### src/rtl/hvac_pkg.sv
// Shared types and default timing for the HVAC actuator controller.
package hvac_pkg;
  typedef enum logic [2:0] {
    OFF     = 3'd0,
    HEAT    = 3'd1,
    COOL    = 3'd2,
    PURGE   = 3'd3,
    LOCKOUT = 3'd4
  } act_state_t;

  localparam int DEF_MIN_ON   = 4;
  localparam int DEF_FAN_POST = 2;
  localparam int DEF_MIN_OFF  = 3;
  localparam int DEF_CNT_W    = 8;

  localparam logic [15:0] STAT_MAX = 16'hFFFF;
endpackage

### src/rtl/hvac_timer.sv
// Saturating down-counter: load takes priority, otherwise counts down and parks at zero.
module hvac_timer #(
  parameter int CNT_W = 8
) (
  input  logic             i_clk,
  input  logic             i_reset,
  input  logic             i_load,
  input  logic [CNT_W-1:0] i_value,
  output logic             o_done
);
  logic [CNT_W-1:0] r_cnt;

  always_ff @(posedge i_clk) begin
    if (i_reset)             r_cnt <= '0;
    else if (i_load)         r_cnt <= i_value;
    else if (r_cnt != '0)    r_cnt <= r_cnt - 1'b1;
  end

  assign o_done = (r_cnt == '0);
endmodule

### src/rtl/hvac_actuator_ctrl.sv
// Heater/cooler/fan relay sequencer with min-on, fan purge and min-off lockout.
// Optional ACT_STATS_EN adds saturating activation counters.
module hvac_actuator_ctrl
  import hvac_pkg::*;
#(
  parameter int MIN_ON   = DEF_MIN_ON,
  parameter int FAN_POST = DEF_FAN_POST,
  parameter int MIN_OFF  = DEF_MIN_OFF,
  parameter int CNT_W    = DEF_CNT_W
) (
  input  logic        clk,
  input  logic        reset,
  input  logic        start,
  input  logic        h,
  input  logic        c,
  output logic        heat_on,
  output logic        cool_on,
  output logic        fan_on,
  output logic        conflict,
  output logic [2:0]  state,
  output logic [15:0] heat_starts,
  output logic [15:0] cool_starts
);
  localparam logic [CNT_W-1:0] ON_V  = CNT_W'(MIN_ON - 1);
  localparam logic [CNT_W-1:0] FP_V  = CNT_W'(FAN_POST - 1);
  localparam logic [CNT_W-1:0] OFF_V = CNT_W'(MIN_OFF - 1);

  act_state_t       r_state, w_nxt;
  logic             r_heat, r_cool, r_fan, r_conf;
  logic             w_hd, w_cd, w_load, w_done;
  logic [CNT_W-1:0] w_val;

  assign w_hd = start && h && !c;
  assign w_cd = start && c && !h;

  hvac_timer #(.CNT_W(CNT_W)) u_timer (
    .i_clk   (clk),
    .i_reset (reset),
    .i_load  (w_load),
    .i_value (w_val),
    .o_done  (w_done)
  );

  // Every transition into a timed state reloads the timer with that state's length-1.
  always_comb begin
    w_nxt  = r_state;
    w_load = 1'b0;
    w_val  = '0;
    case (r_state)
      OFF: begin
        if (w_hd) begin
          w_nxt = HEAT; w_load = 1'b1; w_val = ON_V;
        end else if (w_cd) begin
          w_nxt = COOL; w_load = 1'b1; w_val = ON_V;
        end
      end
      HEAT: if (w_done && !w_hd) begin
        w_nxt = PURGE; w_load = 1'b1; w_val = FP_V;
      end
      COOL: if (w_done && !w_cd) begin
        w_nxt = PURGE; w_load = 1'b1; w_val = FP_V;
      end
      PURGE: if (w_done) begin
        w_nxt = LOCKOUT; w_load = 1'b1; w_val = OFF_V;
      end
      LOCKOUT: if (w_done) w_nxt = OFF;
      default: w_nxt = OFF;
    endcase
  end

  always_ff @(posedge clk) begin
    if (reset) begin
      r_state <= OFF;
      r_heat  <= 1'b0;
      r_cool  <= 1'b0;
      r_fan   <= 1'b0;
      r_conf  <= 1'b0;
    end else begin
      r_state <= w_nxt;
      r_heat  <= (w_nxt == HEAT);
      r_cool  <= (w_nxt == COOL);
      r_fan   <= (w_nxt inside {HEAT, COOL, PURGE});
      r_conf  <= (r_state == OFF) && start && h && c;
    end
  end

  assign heat_on  = r_heat;
  assign cool_on  = r_cool;
  assign fan_on   = r_fan;
  assign conflict = r_conf;
  assign state    = r_state;

`ifdef ACT_STATS_EN
  logic [15:0] r_hs, r_cs;

  always_ff @(posedge clk) begin
    if (reset) begin
      r_hs <= '0;
      r_cs <= '0;
    end else begin
      if (r_state != HEAT && w_nxt == HEAT && r_hs != STAT_MAX) r_hs <= r_hs + 16'd1;
      if (r_state != COOL && w_nxt == COOL && r_cs != STAT_MAX) r_cs <= r_cs + 16'd1;
    end
  end

  assign heat_starts = r_hs;
  assign cool_starts = r_cs;
`else
  assign heat_starts = '0;
  assign cool_starts = '0;
`endif
endmodule
### config.mk
export PLATFORM = sky130hd
export DESIGN_NAME = hvac_actuator_ctrl
export DESIGN_NICKNAME = d
export VERILOG_FILES = /design/src/rtl/hvac_pkg.sv /design/src/rtl/hvac_timer.sv /design/src/rtl/hvac_actuator_ctrl.sv
export SDC_FILE = /design/constraint.sdc
export NUM_CORES = 1
export LEC_CHECK = 0
export CORE_UTILIZATION = 42
export CTS_CLUSTER_SIZE = 10
export DETAILED_ROUTE_END_ITERATION = 10
export PLACE_DENSITY = 0.81
export SLEW_MARGIN = 20
export SYNTH_ARGS = -nofsm -noshare
export SYNTH_HDL_FRONTEND = slang
export SYNTH_SLANG_ARGS = --single-unit
export TNS_END_PERCENT = 30
### constraint.sdc
create_clock -name clk -period 2.5 [get_ports clk]
set_input_delay 0.75 -clock clk [delete_from_list [all_inputs] [get_ports clk]]
set_output_delay 0.75 -clock clk [all_outputs]
set_load 0.02 [all_outputs]
==> results.txt, run 1 <==
* Final Total Pwr: about 1.1 mW
- Routed wire per std cell: 11.9 um
- Wire length reported by the detailed router: about 1.9 mm
- Vertical die dimension: approximately 52 um
- CTS clock-pin slew for the worst setup and hold paths: 0.09 ns
- Global routing finished with a remaining overflow of 0.
- First-pass GRT wire length: around 3 mm
* Worst-case hold slack: between 0.5 and 0.6 ns
* Average footprint of a synthesized cell: 8.83 sq um
- By area the synthesized netlist is led by sky130_fd_sc_hd__dfxtp_1 28%, sky130_fd_sc_hd__buf_4 23%, sky130_fd_sc_hd__xor2_1 3.3%.
- M3 GR Usage: 2.90%
* Area of the multi-input gates: a little over 600 sq um
- Row generation in the floorplan step produced 17 rows.
- In the final layout, the share of cells above drive strength 1 is around 11%.
- Timing would allow up to around 430 MHz.
- Fraction of met1 tracks used by global routing: 18.5%
* Flip-flop and latch count after synthesis: 15
- Core Area: between 2000 and 2500 sq um
- In this run the critical register-to-register path is launched from u_timer.r_cnt[0].
* Most common cell after layout, fill and taps aside: sky130_fd_sc_hd__conb_1
* Category of the worst setup path launch point: primary input
- The count of nets left with antenna violations once routing finished came out at 0.
* Flip-flop cell with the highest count after synthesis: sky130_fd_sc_hd__dfxtp_1
* VDD IR-drop max: roughly 0.4 mV
- Proportion of synthesized flip-flops having asynchronous set or reset: 0%
* Worst hold path class: register to register
- The cell sitting at the root of the clock tree is a sky130_fd_sc_hd__clkbuf_4.
* Drt pass-1 iters: 4
* Nets: between 100 and 150
* Number of different library cells in the post-synthesis netlist: 40
- Outcome: finished clean
* Number of global-route vias before repair: roughly 700
- Setup repair after global routing left no endpoint under its margin.
* Max-cap viol count: 0
* Post-synth design cell area: 1060 sq um
* Global routing usage on met2: 23.5%
- Maximum level of the CTS H-tree: 1
* Timing startpoint of the critical path: h
- Synth warnings: 0
* Number of buffers created by CTS: 3
- Slew HR: 51.3%
* Setup skew after layout: approximately 0.0039 ns
- In this run the deepest clock path goes through 2 buffers.
- EDFF count, synth: 0
- Path type of the worst setup path: primary input to register
- Across all layers, the routed design uses 840 vias.
- Number of setup buffers added after CTS: 0
* TritonCTS clock tree: built
- In the final layout, flip-flops and latches occupy between 300 and 400 sq um.
- Clock sink count: 15
* Half-perimeter wire length of the detailed placement result: roughly 1.5 mm
- Final setup fails: 0
* Antenna diode instance count: 0
* Share of synthesized area occupied by flip-flops and latches: between 20 and 30%
- Global-route usage over all layers: between 10 and 15%
- After detailed routing, the number of remaining DRC violations is 0.
* Max-slew violations: 0
- The number of antenna violations at the first check in global routing came to 0.
- Die Outline Area: around 2700 sq um
- Leak Pwr: ~0.46 nW
- Port-buffer cells: 11
- CP Data Arrival Time: ~2.5 ns
- Count of boundary I/O pins: 44
- Initial drt markers: 6
- Hold-fix buffers at CTS: 0
- Weighted congestion reported at the end of routability-driven placement: a little over 0.8
- Cell type with the largest total area after synthesis: sky130_fd_sc_hd__dfxtp_1
* Smallest setup slack after layout: between 0.15 and 0.2 ns
* CP Max Fanout: 6
* Area after DPL: roughly 1100 sq um
* Pin slew with the least headroom to its limit: slightly above 0.7 ns
- The worst hold path begins at u_timer.r_cnt[2].
- Largest net degree at the start of global routing: 12
- The top cell type by area accounts for 28.3% of the synthesized area.
* Filler cell count: approximately 230
- In this run, post-CTS repair resized a total of 0 instances.
* Clock insertion delay at the later pin of the skew report: about 0.3 ns
- The library cells used most frequently in the layout, excluding fill and tap cells, are 32 x sky130_fd_sc_hd__conb_1, 15 x sky130_fd_sc_hd__dfxtp_1, 11 x sky130_fd_sc_hd__clkdlybuf4s50_1.
- After layout, the minimum clock period comes to between 2 and 2.5 ns.
* Worst endpoint required time: 2.70 ns
* Initial Util: 46.1%
- Dividing total power by cell area gives a power density of ~960 nW/um^2.
- Finished Cell Area: approximately 1100 sq um
- The global routing stage identified its most utilized layer as met2.
* Pre-CTS worst setup slack: -0.123 ns
- In the finished design, the share of the clock period the worst path needs comes to ~93%.
* Die Span X: 52.2 um
- Endpoints failing hold: 0
* Number of instances in the synthesized netlist: 120
- The area growth from synthesis to layout is 5.19%.
* Post-DR vias/cell: around 5.2
- The worst setup path is captured at a register.
==> critical path, cell delays in order <==
cell	delay (ns)
sky130_fd_sc_hd__clkdlybuf4s50_1	0.48
sky130_fd_sc_hd__or3b_2	0.44
sky130_fd_sc_hd__a21boi_0	0.30
sky130_fd_sc_hd__o21ai_1	0.24
sky130_fd_sc_hd__a221oi_1	0.32
==> final cells by class <==
cell class	count	share of cell area (%)
Multi-Input combinational cell	99	55.2
Sequential cell	15	26.9
Timing Repair Buffer	13	11.2
Tap cell	28	3.14
Clock buffer	3	2.02
Inverter	3	1.01
Clock inverter	1	0.449
==> path summary, 6_finish.rpt <==
kind / endpoint / slack, ns / cells past startpoint
worst max-delay path: u_timer.r_cnt[4] / 0.17 / 5
worst min-delay path: u_timer.r_cnt[2] / 0.55 / 2
worst max register to register: heat_on / 0.45 / 6
worst min register to register: u_timer.r_cnt[2] / 0.55 / 2
==> where the power goes <==
part	internal, mW	switching [mW]	leakage, nW
clock network	0.0597	0.0863	0.0177
logic	0.228	0.331	0.322
registers	0.300	0.0648	0.123
total	0.588	0.482	0.463
==> kinds of logic after synthesis <==
kind of cell             synth area share, %
AO/OA/AOI/OAI                           16.9
adder cells (fa/ha/maj)                 2.36
XOR/XNOR                                3.31
buffers and inverters                   24.6
flip-flops                              28.3
other                                  0.354
multiplexers                           0.945
AND/OR/NAND/NOR                         23.3
==> state kept, by name (all words and copies together) (netlist names) <==
| signal | count |
|---|---|
| u_timer.r_cnt | 8 |
| state | 3 |
| conflict | 1 |
| cool_on | 1 |
| fan_on | 1 |
| heat_on | 1 |
==> metrics by stage <==
step	utilization, %	TNS (ns)	std cells
floorplan	-	0	151
global placement	47.3	-0.386	158
detailed placement	47.3	-0.500	158
CTS	48.5	0	162
global route	48.5	0	162
finish	48.5	0	162
==> routing by layer <==
layer	routed length, um	up-vias
met4	51	0
met5	0	-
li1	-	399
met3	83	7
met2	967	28
met1	832	406
==> Yosys cell counts, types with 2 or more instances <==
library cell,instances
sky130_fd_sc_hd__dfxtp_1,15
sky130_fd_sc_hd__or4_4,2
sky130_fd_sc_hd__and4_1,2
sky130_fd_sc_hd__xor2_1,4
sky130_fd_sc_hd__a211oi_1,4
sky130_fd_sc_hd__nor3b_1,2
sky130_fd_sc_hd__buf_4,32
sky130_fd_sc_hd__nand2b_1,4
sky130_fd_sc_hd__a221oi_1,2
sky130_fd_sc_hd__a31o_2,2
sky130_fd_sc_hd__inv_1,3
sky130_fd_sc_hd__a31oi_1,3
sky130_fd_sc_hd__nor4_1,2
sky130_fd_sc_hd__nor3_1,2
sky130_fd_sc_hd__ha_1,2
sky130_fd_sc_hd__nand2_1,3
sky130_fd_sc_hd__nand3b_1,3
sky130_fd_sc_hd__o21ai_0,4
sky130_fd_sc_hd__or3b_2,3
sky130_fd_sc_hd__nor2_1,6
Power figures use the tool's default switching activity.
==> run 2, diff against run 1 <==
Settings changed: ABC_CLOCK_PERIOD_IN_PS set to 2500, CORE_UTILIZATION 42 to 44, CTS_BUF_LIST set to sky130_fd_sc_hd__clkbuf_4 sky130_fd_sc_hd__clkbuf_8, PLACE_DENSITY 0.81 to 0.84.
==> run 2 against run 1 <==
Compared with the run above:
- power shrank 0.77%
- maximum frequency grew 1.5%
- final cell count grew 0.62%
- via count shrank 2.6%
- non-clock buffer count grew 1
- critical endpoint unchanged
==> results.txt, run 2 (same netlist as run 1, synthesis figures left out) <==
- Maximum clock path buffer count: 2
- After detailed routing, the average wire length per cell comes to around 12 um.
- Counting instances, the worst hold path has a depth of 2.
* Clock sink count: 15
* Number of buffers created by CTS: 3
- In this run the worst path has a maximum fanout of 6.
* Antenna diode instance count: 0
- At the end of routability-driven placement, the weighted congestion stood at 0.825.
- In this run the core area contains 17 standard-cell rows.
* Core Area: roughly 2200 sq um
* Die Outline Area: about 2600 sq um
- Setup violations remaining at the end of the flow were counted as 0.
- Area growth syn-to-layout: 5.90%
- Part of the power in the clock network: roughly an eighth
* Post-DR vias/cell: ~5
- Critical path capture point type: register
* Antenna violations before repair: 0
- In this run switching power makes up 44.6% of total power.
- Switching power of the nets: roughly 0.47 mW
- Largest net degree at the start of global routing: 12
- The register with the most flip-flops in the final layout is u_timer.r_cnt.
- Worst endpoint required time: between 2 and 3 ns
- Max-cap viol count: 0
- CTS Root Cell: sky130_fd_sc_hd__clkbuf_4
- Setup repair after global routing left no endpoint under its margin.
- Static timing analysis puts the maximum clock frequency at 435 MHz.
- Port-buffer cells: 11
- Post-CTS repair changed the size of 0 cells.
* Number of global-route vias before repair: roughly 720
- Drt drc: 0
- Timing startpoint of the critical path: h
- The internal power of the cells totals between 0.5 and 0.6 mW.
- The startpoint identified for the worst register-to-register timing path is u_timer.r_cnt[0].
- After clock tree synthesis, the setup repair step added 0 buffers.
- After filler insertion, the fill cell instance count of the layout stands at 214.
* Most common cell after layout, fill and taps aside: sky130_fd_sc_hd__conb_1
- In this run the remaining antenna-violating nets after routing total 0.
* Leak Pwr: ~0.47 nW
- CTS built an H-tree with a depth of 1.
* Leftover overflow at the end of global routing: 0
- Clock latency on the worst-skew pair, taken at its later pin, is between 0.2 and 0.3 ns.
- TritonCTS clock tree: built
* Worst-case hold slack: ~0.55 ns
* Total power per unit cell area: roughly 950 nW/um^2
- Clock-pin slew was measured on the worst setup and hold paths at about 0.090 ns.
- The first detailed-routing pass took 4 iterations.
* Nets: ~140
- The share of total power dissipated in sequential elements is 34.3%.
* Setup skew after layout: 0.000920 ns
- The worst register-to-register path has a depth of 6.
- Endpoints failing hold: 0
- The register with the most flip-flops in the layout has 8 of them.
- The path with the worst hold slack has its endpoint at u_timer.r_cnt[2].
- The flow ran to the end, and the final reports show no timing, DRC or antenna violations.
- The top cell types in the final layout, fill and taps aside, are 32 x sky130_fd_sc_hd__conb_1, 15 x sky130_fd_sc_hd__dfxtp_1, 11 x sky130_fd_sc_hd__clkdlybuf4s50_1.
* Final worst path period share: 92.0%
- The count of cells in the finished layout, fillers not included, comes to ~160.
* Slew HR: between 50% and 60%
* Initial Util: 47.5%
- STA classifies the critical path startpoint as a primary input.
* Count of boundary I/O pins: between 40 and 50
* Pin slew with the least headroom to its limit: around 0.64 ns
- The first routing iteration left 19 violations.
- Minimum setup slack among reg-to-reg paths: 0.42 ns
- Including well taps, the total number of placed cells is 159.
- VDD IR-drop max: between 0.5 and 0.6 mV
- Once layout is complete, the utilization of the core stands at about half.
- In this run the worst hold path is classified as register to register.
- Die Span X: a little over 50 um
- Fraction of layout cells with a size suffix above 1: 11.9%
- Min cycle time layout: about 2.3 ns
* Max-slew violations: 0
- The die is ~51 um tall.
- For this block, the via count after detailed routing is between 800 and 900.
* Wire length reported by the detailed router: about 1.9 mm
- The worst register-to-register path ends at heat_on.
- Data on the critical path arrives at its endpoint at between 2 and 3 ns.
- The worst hold path begins at u_timer.r_cnt[2].
- The first global-routing pass estimated around 3.1 mm of wire.
* Path type of the worst setup path: primary input to register
- After clock tree synthesis, the flow added hold-fix buffers numbering 0.
- Combinational group share of total power: ~52%
- Half-perimeter wire length of the detailed placement result: approximately 1.5 mm
* Global-route usage over all layers: between 10% and 20%
run 2: worst max path at each step:
stage / to / slack (ns) / depth (start not counted)
2_1_floorplan: u_timer.r_cnt[4] / 0.52 / 4
4_1_cts: u_timer.r_cnt[2] / 0.22 / 5
3_3_place_gp: u_timer.r_cnt[4] / -0.03 / 5
5_1_grt: u_timer.r_cnt[2] / 0.05 / 5
3_5_place_dp: u_timer.r_cnt[4] / -0.08 / 5
6_report: u_timer.r_cnt[4] / 0.20 / 5
run 2: power groups by stage:
stage | logic, mW | clock network (mW) | registers (mW)
floorplan | 0.454 | 0 | 0.369
global placement | 0.533 | 0 | 0.362
detailed placement | 0.549 | 0 | 0.368
CTS | 0.552 | 0.144 | 0.362
global route | 0.612 | 0.153 | 0.374
finish | 0.556 | 0.141 | 0.364
run 2: cell type report:
type / count / area [sq um] / area share, %
inverters: 3 / 11.3 / 1.00
clock inverters: 1 / 5.00 / 0.446
clock buffers: 3 / 22.5 / 2.01
well taps: 28 / 35.0 / 3.12
flip-flops and latches: 15 / 300 / 26.8
multi-input cells: 99 / 616 / 54.8
repair buffers: 14 / 133 / 11.8
run 2: stage by stage:
| stage | area [sq um] | setup TNS, ns | worst slack (ns) | total power, mW |
|---|---|---|---|---|
| 6_report | 1120 | 0 | 0.201 | 1.06 |
| 5_1_grt | 1120 | 0 | 0.0504 | 1.14 |
| 2_1_floorplan | 1180 | 0 | 0.519 | 0.823 |
| 3_3_place_gp | 1090 | -0.0583 | -0.0298 | 0.895 |
| 4_1_cts | 1120 | 0 | 0.220 | 1.06 |
| 3_5_place_dp | 1090 | -0.245 | -0.0847 | 0.916 |
run 2: critical path: stages:
cell,delay (ns)
sky130_fd_sc_hd__clkdlybuf4s50_1,0.49
sky130_fd_sc_hd__or3b_2,0.44
sky130_fd_sc_hd__a21boi_0,0.26
sky130_fd_sc_hd__o21ai_1,0.22
sky130_fd_sc_hd__a221oi_1,0.33
run 2: layer usage:
| layer | GRT usage (%) | vias up | share of wire (%) |
|---|---|---|---|
| li1 | - | 407 | - |
| met1 | 19.2 | 381 | 44 |
| met2 | 25.2 | 26 | 50 |
| met3 | 5.36 | 4 | 5.0 |
| met4 | 5.56 | 0 | 1.4 |
| met5 | 0 | - | 0 |
